[src/rtl/vend_pkg.sv]
// Shared types for the vending controller.
// FSM states and coin values in nickel units.
package vend_pkg;

    typedef enum logic [1:0] {
        ST_IDLE,
        ST_VEND,
        ST_PAYOUT
    } state_t;

    localparam int unsigned NICKEL_VAL  = 1;
    localparam int unsigned DIME_VAL    = 2;
    localparam int unsigned QUARTER_VAL = 5;

endpackage

[src/rtl/vend_change_chk.sv]
// Decides whether an amount can be returned from the coin reserve,
// using as many dimes as possible and nickels for the remainder.
module vend_change_chk #(
    parameter int CR_W  = 6,
    parameter int CNT_W = 8
) (
    input  logic [CR_W-1:0]  credit,
    input  logic [CNT_W-1:0] nickels,
    input  logic [CNT_W-1:0] dimes,
    output logic             payable
);

    localparam int W = ((CR_W > CNT_W) ? CR_W : CNT_W) + 1;

    logic [W-1:0] half;
    logic [W-1:0] dimes_w;
    logic [W-1:0] use_d;
    logic [W-1:0] rem;

    assign half    = W'(credit >> 1);
    assign dimes_w = W'(dimes);
    assign use_d   = (half < dimes_w) ? half : dimes_w;
    // 2*use_d never exceeds credit, so no underflow here
    assign rem     = W'(credit) - (use_d << 1);
    assign payable = (rem <= W'(nickels));

endmodule

[src/rtl/vend_ctrl.sv]
// Vending machine controller: credit, can stock, coin reserve
// and one-coin-per-cycle change payout.
module vend_ctrl
    import vend_pkg::*;
#(
    parameter int N_SLOTS = 4,
    parameter int PRICE_N = 10,
    parameter int CNT_W   = 8,
    parameter int CR_W    = 6,
    parameter int SLOT_W  = $clog2(N_SLOTS)
) (
    input  logic              CLK,
    input  logic              RST,
    input  logic              LOAD_COINS,
    input  logic              LOAD_CANS,
    input  logic [SLOT_W-1:0] LOAD_SLOT,
    input  logic [CNT_W-1:0]  NICKELS,
    input  logic [CNT_W-1:0]  DIMES,
    input  logic [CNT_W-1:0]  CANS,
    input  logic              NICKEL_IN,
    input  logic              DIME_IN,
    input  logic              QUARTER_IN,
    input  logic              SELECT,
    input  logic [SLOT_W-1:0] SLOT,
    input  logic              CANCEL,
    output logic [N_SLOTS-1:0] EMPTY,
    output logic              DISPENSE,
    output logic [SLOT_W-1:0] DISPENSE_SLOT,
    output logic              NICKEL_OUT,
    output logic              DIME_OUT,
    output logic              CHANGE_BUSY,
    output logic              USE_EXACT,
    output logic [CR_W-1:0]   CREDIT
);

    localparam int SW = CR_W + 3;
    localparam logic [CR_W-1:0]  CR_PRICE = CR_W'(PRICE_N);
    localparam logic [CR_W-1:0]  CR_NICK  = CR_W'(NICKEL_VAL);
    localparam logic [CR_W-1:0]  CR_DIME  = CR_W'(DIME_VAL);
    localparam logic [CNT_W-1:0] CNT_ONE  = CNT_W'(1);
    localparam logic [CNT_W-1:0] CNT_TWO  = CNT_W'(2);
    localparam logic [SW-1:0]    SUM_MAX  = SW'({CR_W{1'b1}});
    localparam logic [SLOT_W:0]  SLOT_LIM = (SLOT_W + 1)'(N_SLOTS);

    state_t           state;
    logic [CNT_W-1:0] nickels_q;
    logic [CNT_W-1:0] dimes_q;
    logic [CNT_W-1:0] cans_q [N_SLOTS];

    logic [2:0]      coin_val;
    logic [SW-1:0]   coin_sum;
    logic            coin_ok;
    logic [CR_W-1:0] vend_rem;
    logic            vend_pay;
    logic            cancel_pay;
    logic            vend_ok;
    logic            cancel_ok;
    logic            sel_in_range;
    logic            load_in_range;

    function automatic logic [CNT_W-1:0] sat_add(
        input logic [CNT_W-1:0] a,
        input logic [CNT_W-1:0] b
    );
        logic [CNT_W:0] s;
        s = {1'b0, a} + {1'b0, b};
        return s[CNT_W] ? {CNT_W{1'b1}} : s[CNT_W-1:0];
    endfunction

    // Highest-value strobe wins when several arrive together
    always_comb begin
        coin_val = 3'd0;
        if (QUARTER_IN)
            coin_val = 3'(QUARTER_VAL);
        else if (DIME_IN)
            coin_val = 3'(DIME_VAL);
        else if (NICKEL_IN)
            coin_val = 3'(NICKEL_VAL);
    end

    assign coin_sum = SW'(CREDIT) + SW'(coin_val);
    assign coin_ok  = (coin_val != 3'd0) && (coin_sum <= SUM_MAX);

    assign sel_in_range  = ({1'b0, SLOT} < SLOT_LIM);
    assign load_in_range = ({1'b0, LOAD_SLOT} < SLOT_LIM);
    assign vend_rem      = CREDIT - CR_PRICE;

    vend_change_chk #(.CR_W(CR_W), .CNT_W(CNT_W)) u_vend_chk (
        .credit  (vend_rem),
        .nickels (nickels_q),
        .dimes   (dimes_q),
        .payable (vend_pay)
    );

    vend_change_chk #(.CR_W(CR_W), .CNT_W(CNT_W)) u_cancel_chk (
        .credit  (CREDIT),
        .nickels (nickels_q),
        .dimes   (dimes_q),
        .payable (cancel_pay)
    );

    assign vend_ok = (CREDIT >= CR_PRICE) && sel_in_range
                  && (cans_q[SLOT] != '0) && vend_pay;
    assign cancel_ok = (CREDIT != '0) && cancel_pay;

    always_comb begin
        EMPTY = '0;
        for (int i = 0; i < N_SLOTS; i++)
            EMPTY[i] = (cans_q[i] == '0);
    end

    assign USE_EXACT   = (nickels_q < CNT_ONE) || (dimes_q < CNT_TWO);
    assign CHANGE_BUSY = (state == ST_PAYOUT);

    always_ff @(posedge CLK or posedge RST) begin
        if (RST) begin
            state         <= ST_IDLE;
            nickels_q     <= '0;
            dimes_q       <= '0;
            CREDIT        <= '0;
            DISPENSE      <= 1'b0;
            DISPENSE_SLOT <= '0;
            NICKEL_OUT    <= 1'b0;
            DIME_OUT      <= 1'b0;
            for (int i = 0; i < N_SLOTS; i++)
                cans_q[i] <= '0;
        end else begin
            DISPENSE   <= 1'b0;
            NICKEL_OUT <= 1'b0;
            DIME_OUT   <= 1'b0;
            unique case (state)
                ST_IDLE: begin
                    // A pending request of higher rank consumes the edge
                    if (LOAD_COINS || LOAD_CANS) begin
                        if (LOAD_COINS) begin
                            nickels_q <= sat_add(nickels_q, NICKELS);
                            dimes_q   <= sat_add(dimes_q, DIMES);
                        end
                        if (LOAD_CANS && load_in_range)
                            cans_q[LOAD_SLOT] <= sat_add(cans_q[LOAD_SLOT], CANS);
                    end else if (CANCEL) begin
                        if (cancel_ok)
                            state <= ST_PAYOUT;
                    end else if (SELECT) begin
                        if (vend_ok) begin
                            state         <= ST_VEND;
                            DISPENSE      <= 1'b1;
                            DISPENSE_SLOT <= SLOT;
                            cans_q[SLOT]  <= cans_q[SLOT] - CNT_ONE;
                            CREDIT        <= vend_rem;
                        end
                    end else if (coin_ok) begin
                        CREDIT <= coin_sum[CR_W-1:0];
                        if (coin_val == 3'(NICKEL_VAL))
                            nickels_q <= sat_add(nickels_q, CNT_ONE);
                        if (coin_val == 3'(DIME_VAL))
                            dimes_q <= sat_add(dimes_q, CNT_ONE);
                    end
                end
                ST_VEND: begin
                    state <= (CREDIT != '0) ? ST_PAYOUT : ST_IDLE;
                end
                ST_PAYOUT: begin
                    if (CREDIT >= CR_DIME && dimes_q != '0) begin
                        DIME_OUT <= 1'b1;
                        CREDIT   <= CREDIT - CR_DIME;
                        dimes_q  <= dimes_q - CNT_ONE;
                        if (CREDIT == CR_DIME)
                            state <= ST_IDLE;
                    end else if (CREDIT != '0) begin
                        NICKEL_OUT <= 1'b1;
                        CREDIT     <= CREDIT - CR_NICK;
                        nickels_q  <= nickels_q - CNT_ONE;
                        if (CREDIT == CR_NICK)
                            state <= ST_IDLE;
                    end else begin
                        state <= ST_IDLE;
                    end
                end
                default: state <= ST_IDLE;
            endcase
        end
    end

endmodule
[config.mk]
export PLATFORM = sky130hd
export DESIGN_NAME = vend_ctrl
export DESIGN_NICKNAME = d
export VERILOG_FILES = /design/src/rtl/vend_pkg.sv /design/src/rtl/vend_change_chk.sv /design/src/rtl/vend_ctrl.sv
export SDC_FILE = /design/constraint.sdc
export NUM_CORES = 1
export LEC_CHECK = 0
export ABC_AREA = 1
export BUFFER_PORTS_ARGS = -buffer_cell sky130_fd_sc_hd__buf_2
export CAP_MARGIN = 10
export CORE_AREA = 2 2 166 168
export DETAILED_ROUTE_END_ITERATION = 8
export DIE_AREA = 0 0 168 170
export SLEW_MARGIN = 10
export SYNTH_ARGS = -nofsm -noshare
export SYNTH_HDL_FRONTEND = slang
export SYNTH_SLANG_ARGS = --single-unit
[constraint.sdc]
create_clock -name CLK -period 11.04 [get_ports CLK]
set_input_delay 2.208 -clock CLK [delete_from_list [all_inputs] [get_ports CLK]]
set_output_delay 2.208 -clock CLK [all_outputs]
set_load 0.005 [all_outputs]
==> results_dict.tcl, run 1 <==
set metrics [dict create \
    status "finished, final reports clean" \
    grt_pass1_vias 7036 \
    wire_per_inst_um 14.99 \
    rsz0062_at_grt "false" \
    synth_edf_count 0 \
    h-tree-depth 3 \
    cts_resized 0 \
    postCtsHoldBufs 0 \
    r2r_cells 31 \
    drv_cap 0 \
    ys_warn_count 0 \
    final_max_slew_viol_count 0 \
    start_util_pct 27.58 \
    num_antenna_cells 0 \
    clk_pin_slew_ps 50 \
    reg2reg_slack_ps 5640 \
    max-slew-margin-rel_pct 42.38 \
    hold_depth 2 \
    num_io_pins 54 \
    rr_startpoint "CREDIT[1]" \
    tns_ps 0 \
    hold_path_end "cans_q[8]" \
    overflow 0 \
    synth_top_family_by_area "simple AND/OR/NAND/NOR gates" \
    synth_cells 1087 \
    hp-start "cans_q[8]" \
    critPathMostFrequentCell "nand2_1" \
    area_growth_syn_to_layout_pct 12.31 \
    synth-async-reset-ratio_pct 100.0 \
    p_per_area_nw_per_um2 351.6 \
    synth_adder_area_share_pct 13.72 \
    synth.top_cells.by_area "dfrtp_1, nand2_1, ha_1" \
    critical_path_required_ps 11310 \
    fillers 2856 \
    ant_nets 0 \
    power_leakage_nw 4.017 \
    ys_seq_elements 61 \
    drc_errors 0 \
    max_stage_delay_ps 590 \
    vdd_ir_drop_max_uv 148.2 \
    viasPerCell 5.019 \
    synth_mux_area_share_pct 0 \
    synth-seq-area-share_pct 20.77 \
    post-route-period-util_pct 48.87 \
    vias 7433 \
    final_cell_area_um2 8254 \
    synthTopCellsByCount "nand2_1, inv_1, nand3_1" \
    worstMarginPinSlew_ps 859.0 \
    setup_violations 0 \
    synth.most_common_cell "nand2_1" \
    drtIter0Drc 558 \
    cts-root-buf "clkbuf_16" \
    syn_area_um2 7350 \
    synth_compound_area_share_pct 19.78 \
    min_period_ps 5396 \
    gp_congestion 0.9269 \
    arrival_ps 5660 \
    drive_above_1_share_pct 14.21 \
    insertion_delay_ps 340 \
    syn_avg_cell_area_um2 6.761 \
    synth-simple-area-share_pct 31.39 \
    ys_types 51 \
    grt_usage_pct 15.97 \
    crit_path_end_kind "flip-flop" \
    die_h_um 170 \
    syn-num-nets 1201 \
    synth_area_leader_cell "dfrtp_1" \
    rr_endpoint "CREDIT[3]" \
    dpl.hpwl_um 17020 \
    die_w_um 168 \
    antenna_found_initial 0 \
    num_rows 60 \
    grt_max_degree 62 \
    fmax_mhz 185.3 \
    num-nets-final 1249 \
    wirelength_um 22200 \
    min_path_type "reg -> reg" \
    dieArea_um2 28560 \
    synth_top_cell_area_share_pct 20.77 \
    drt_first_pass_iters 5 \
    clockBufferDepth 2 \
    cts_setup_buffers 0 \
    cts_tree "done" \
    slowest_stage "dfrtp_1" \
    clock-skew-final_ps 5.000 \
    placed_area_um2 7935 \
    cts_sinks 61 \
    ys.flop_type "dfrtp_1" \
    critPathLaunchType "flip-flop" \
    portBuffers 53 \
    cts_made_buffers 9 \
    coreArea_um2 26650 \
    synth-xor-area-share_pct 4.886 \
    hold_viol 0 \
    grt_pass1_wl_um 36450 \
    critPathKind "reg -> reg" \
    cp_max_fo 10 \
]
## logic make-up (layout without fill, tap and decap cells)
kind of cell / after synthesis / count (layout)
AOI/OAI and AO/OA: 232 / 232
xor gates and xnor gates: 41 / 41
adders and majority gates: 77 / 77
buffers and inverters: 169 / 222
DFF: 61 / 61
and+or+nand+nor: 507 / 507
## where the power goes
part / total [W] / switching (W) / internal (W)
Clock: 0.000315 / 0.000111 / 0.000205
Combinational: 0.00210 / 0.00132 / 0.000781
Sequential: 0.000482 / 0.000163 / 0.000319
## flip-flops by register name, indices dropped and copies added (netlist names)
register and count:
state 2, nickels_q 8, cans_q 32, CREDIT 6, DISPENSE_SLOT 2, DIME_OUT 1, DISPENSE 1, NICKEL_OUT 1
dimes_q 8
## worst max-delay path: cells and delay by family (launching register included)
family          cells  cell delay [ps]
buf+inv             3              460
simple gates       17             1750
flops               1              590
xor+xnor            2              550
fa+ha+maj           4             1110
compound gates      5              830
## how the worst max path moves through the flow
stage	startpoint	slack, ps	cells past startpoint	end
floorplan	CREDIT[1]	6530	29	cans_q[24]
global placement	CREDIT[1]	5750	31	CREDIT[3]
detailed placement	CREDIT[1]	5710	31	cans_q[25]
CTS	CREDIT[1]	5670	31	CREDIT[3]
global route	CREDIT[1]	5050	30	CREDIT[3]
finish	CREDIT[1]	5640	31	CREDIT[3]
## layer usage
metal | routed length (um) | track usage [%] | vias up
met1 | 10540 | 21.90 | 3424
met2 | 9764 | 25.33 | 212
li1 | - | - | 3746
met4 | 651 | 6.654 | 0
met5 | 0 | 0 | -
met3 | 1246 | 2.047 | 51
## through the flow
stage / power [W] / worst slack, ps / util (%) / hold slack, ps / cells
6_report: 0.002902 / 5644 / 30.97 / 490.7 / 1481
5_1_grt: 0.003244 / 5053 / 30.97 / 524.8 / 1481
2_1_floorplan: 0.002037 / 6529 / - / 455.0 / 1087
3_5_place_dp: 0.002561 / 5715 / 29.77 / 479.2 / 1465
4_1_cts: 0.002892 / 5673 / 30.97 / 492.2 / 1481
3_3_place_gp: 0.002524 / 5753 / 29.77 / 472.5 / 1465
## final cells by class
type,instances,area (um2),area share [%]
clock inverters,3,68.82,0.8337
flip-flops and latches,61,1526,18.49
inverters,150,563.0,6.821
multi-input cells,857,5131,62.16
clock buffers,13,250.2,3.032
repair buffers,56,287.8,3.486
well taps,341,426.7,5.169
## placed cells by master, fill, tap and decap left out, drive strengths merged, types with 2 or more instances in the layout
master | synthesis | layout
nand2 | 299 | 299
inv | 139 | 139
o21ai | 106 | 106
nand3 | 89 | 89
nor2 | 82 | 82
ha | 71 | 71
dfrtp | 61 | 61
buf | 13 | 56
a21oi | 53 | 53
xor2 | 31 | 31
a22oi | 18 | 18
a31oi | 14 | 14
nand4 | 14 | 14
clkbuf | 6 | 13
clkinv | 11 | 12
xnor2 | 10 | 10
o211ai | 10 | 10
nor3 | 7 | 7
o22ai | 6 | 6
fa | 6 | 6
o221ai | 5 | 5
a21o | 4 | 4
a21boi | 4 | 4
nor4 | 4 | 4
o31ai | 4 | 4
and2 | 3 | 3
o21a | 3 | 3
nand3b | 3 | 3
or2 | 3 | 3
or4 | 2 | 2
bufinv | 0 | 2
o311ai | 2 | 2
Note: power is estimated with default switching activity, not from simulation.
==> run 2: changes to the inputs <==
clock period = 5.02 ns   (was 11.04 ns; I/O delays follow)
==> run 2 against run 1 <==
Net effect: clock skew up 2.5 ps; clock power increased by 100%; global-route usage decreased by 0.18 points; routed wire length up 0.56%; setup slack got worse by 5300 ps; sequential power increased by 110%; die area unchanged; worst hold slack worse by 8.9 ps; cell count is 0.88% higher; combinational power is 130% higher; critical path depth is 3 lower; largest cell class unchanged; largest power group unchanged.
==> results_dict.tcl, run 2 (synthesis gave the netlist of run 1 again) <==
set metrics [dict create \
    status "finished, final reports clean" \
    grt_max_degree 62 \
    final_max_slew_viol_count 0 \
    worstMarginPinSlew_ps 908.2 \
    hp-start "DISPENSE_SLOT[1]" \
    max_stage_delay_ps 400 \
    portBuffers 53 \
    final_common_cell "nand2_1" \
    crit_path_end_kind "flip-flop" \
    stdcell_count 1494 \
    power_leakage_nw 4.078 \
    die_w_um 168 \
    finalPower_w 0.006446 \
    rr_startpoint "CREDIT[1]" \
    tns_ps 0 \
    cts_made_buffers 9 \
    clockBufferDepth 2 \
    clock-skew-final_ps 7.539 \
    top_register "cans_q" \
    p_per_area_nw_per_um2 772.9 \
    layout_common_cells "nand2_1, inv_1, nand3_1, ha_1, o21ai_0" \
    num_io_pins 54 \
    wire_per_inst_um 14.94 \
    cts-root-buf "clkbuf_16" \
    num_rows 60 \
    num_antenna_cells 0 \
    largest_reg_flops 32 \
    hold_viol 0 \
    dieArea_um2 28560 \
    critPathMostFrequentCell "nand2_1" \
    insertion_delay_ps 340 \
    slowest_stage "dfrtp_1" \
    cp_max_fo 16 \
    hold_path_end "DISPENSE_SLOT[1]" \
    cts_tree "done" \
    critPathKind "reg -> reg" \
    setup_violations 0 \
    drv_cap 0 \
    drt_first_pass_iters 5 \
    h-tree-depth 3 \
    overflow 0 \
    critPathLaunchType "flip-flop" \
    reg2reg_slack_ps 370 \
    viasPerCell 4.979 \
    coreArea_um2 26650 \
    vias 7438 \
    start_util_pct 27.58 \
    place_inst 1477 \
    rr_endpoint "cans_q[17]" \
    arrival_ps 4870 \
    post-route-period-util_pct 92.62 \
    hold_ws_ps 481.8 \
    min_path_type "reg -> reg" \
    grt_usage_pct 15.79 \
    hold_depth 2 \
    final_util_pct 31.29 \
    min_period_ps 4649 \
    largest_registers "cans_q: 32 flops, dimes_q: 8 flops, nickels_q: 8 flops" \
    drtIter0Drc 637 \
    clk_pin_slew_ps 50 \
    drc_errors 0 \
    r2r_cells 28 \
    cts_sinks 61 \
    area_growth_syn_to_layout_pct 13.47 \
    num-nets-final 1263 \
    fmax_mhz 215.1 \
    die_h_um 170 \
    ant_nets 0 \
    dpl.hpwl_um 17270 \
    drive_above_1_share_pct 15.44 \
    critical_path_required_ps 5240 \
    postCtsHoldBufs 0 \
    grt_pass1_wl_um 36050 \
    grt_pass1_vias 6896 \
    vdd_ir_drop_max_uv 326.0 \
    max-slew-margin-rel_pct 39.08 \
    gp_congestion 0.9376 \
    antenna_found_initial 0 \
    wirelength_um 22330 \
]
==> run 2: cell count changes in the layout (fill, tap and decap cells not counted) <==
cell,change
buf_4,+14
bufinv_16,-1
clkbuf_1,-2
clkinv_2,+2
nor2_1,-1
nor2_4,+1
o21ai_0,-3
o21ai_1,+3
==> run 2: final cells by class <==
class,count,area [um2]
clock buffer,11,242.7
inverter,150,563.0
multi-input combinational,857,5139
clock inverter,4,48.80
sequential,61,1526
tap,341,426.7
timing repair buffer,70,392.9
fill,2847,18310
==> run 2: routing by layer <==
layer	part of all wire, %	track usage (%)
met5	0	0
met2	45	25.03
met3	5.9	2.140
met1	47	22.03
met4	2.2	5.406
==> run 2: critical path, delay by kind of cell, from the launching register on <==
family                     cells  cell delay, ps
and+or+nand+nor               14            1460
adders and majority gates      4            1180
AOI/OAI and AO/OA              6             930
xor gates and xnor gates       2             450
DFF                            1             400
buffers and inverters          2              90
==> run 2: worst max path at each step <==
| stage | slack (ps) | to | cells after the start | startpoint |
|---|---|---|---|---|
| 5_1_grt | -30 | cans_q[9] | 28 | CREDIT[1] |
| 3_5_place_dp | 190 | cans_q[18] | 29 | CREDIT[2] |
| 4_1_cts | 170 | cans_q[3] | 29 | CREDIT[1] |
| 3_3_place_gp | 230 | cans_q[25] | 29 | CREDIT[2] |
| 2_1_floorplan | 510 | cans_q[24] | 29 | CREDIT[1] |
| 6_report | 370 | cans_q[17] | 28 | CREDIT[1] |
==> run 2: through the flow <==
stage | setup WS (ps) | cell area, um2
after floorplan | 508.9 | 7350
after global placement | 230.4 | 8025
after detailed placement | 189.7 | 8025
after CTS | 174.7 | 8317
after global routing | -32.41 | 8339
final | 370.5 | 8339
==> run 2: timing repair <==
| item | in CTS | in global routing |
|---|---|---|
| resized for setup | 0 | 5 |
| setup buffers | 0 | 2 |
| endpoints found under the setup margin | 0 | 42 |
==> run 2: where the power goes <==
part	switching [W]	internal (W)
Clock	0.000236	0.000394
Combinational	0.00299	0.00182
Sequential	0.000299	0.000703
Total	0.00353	0.00292
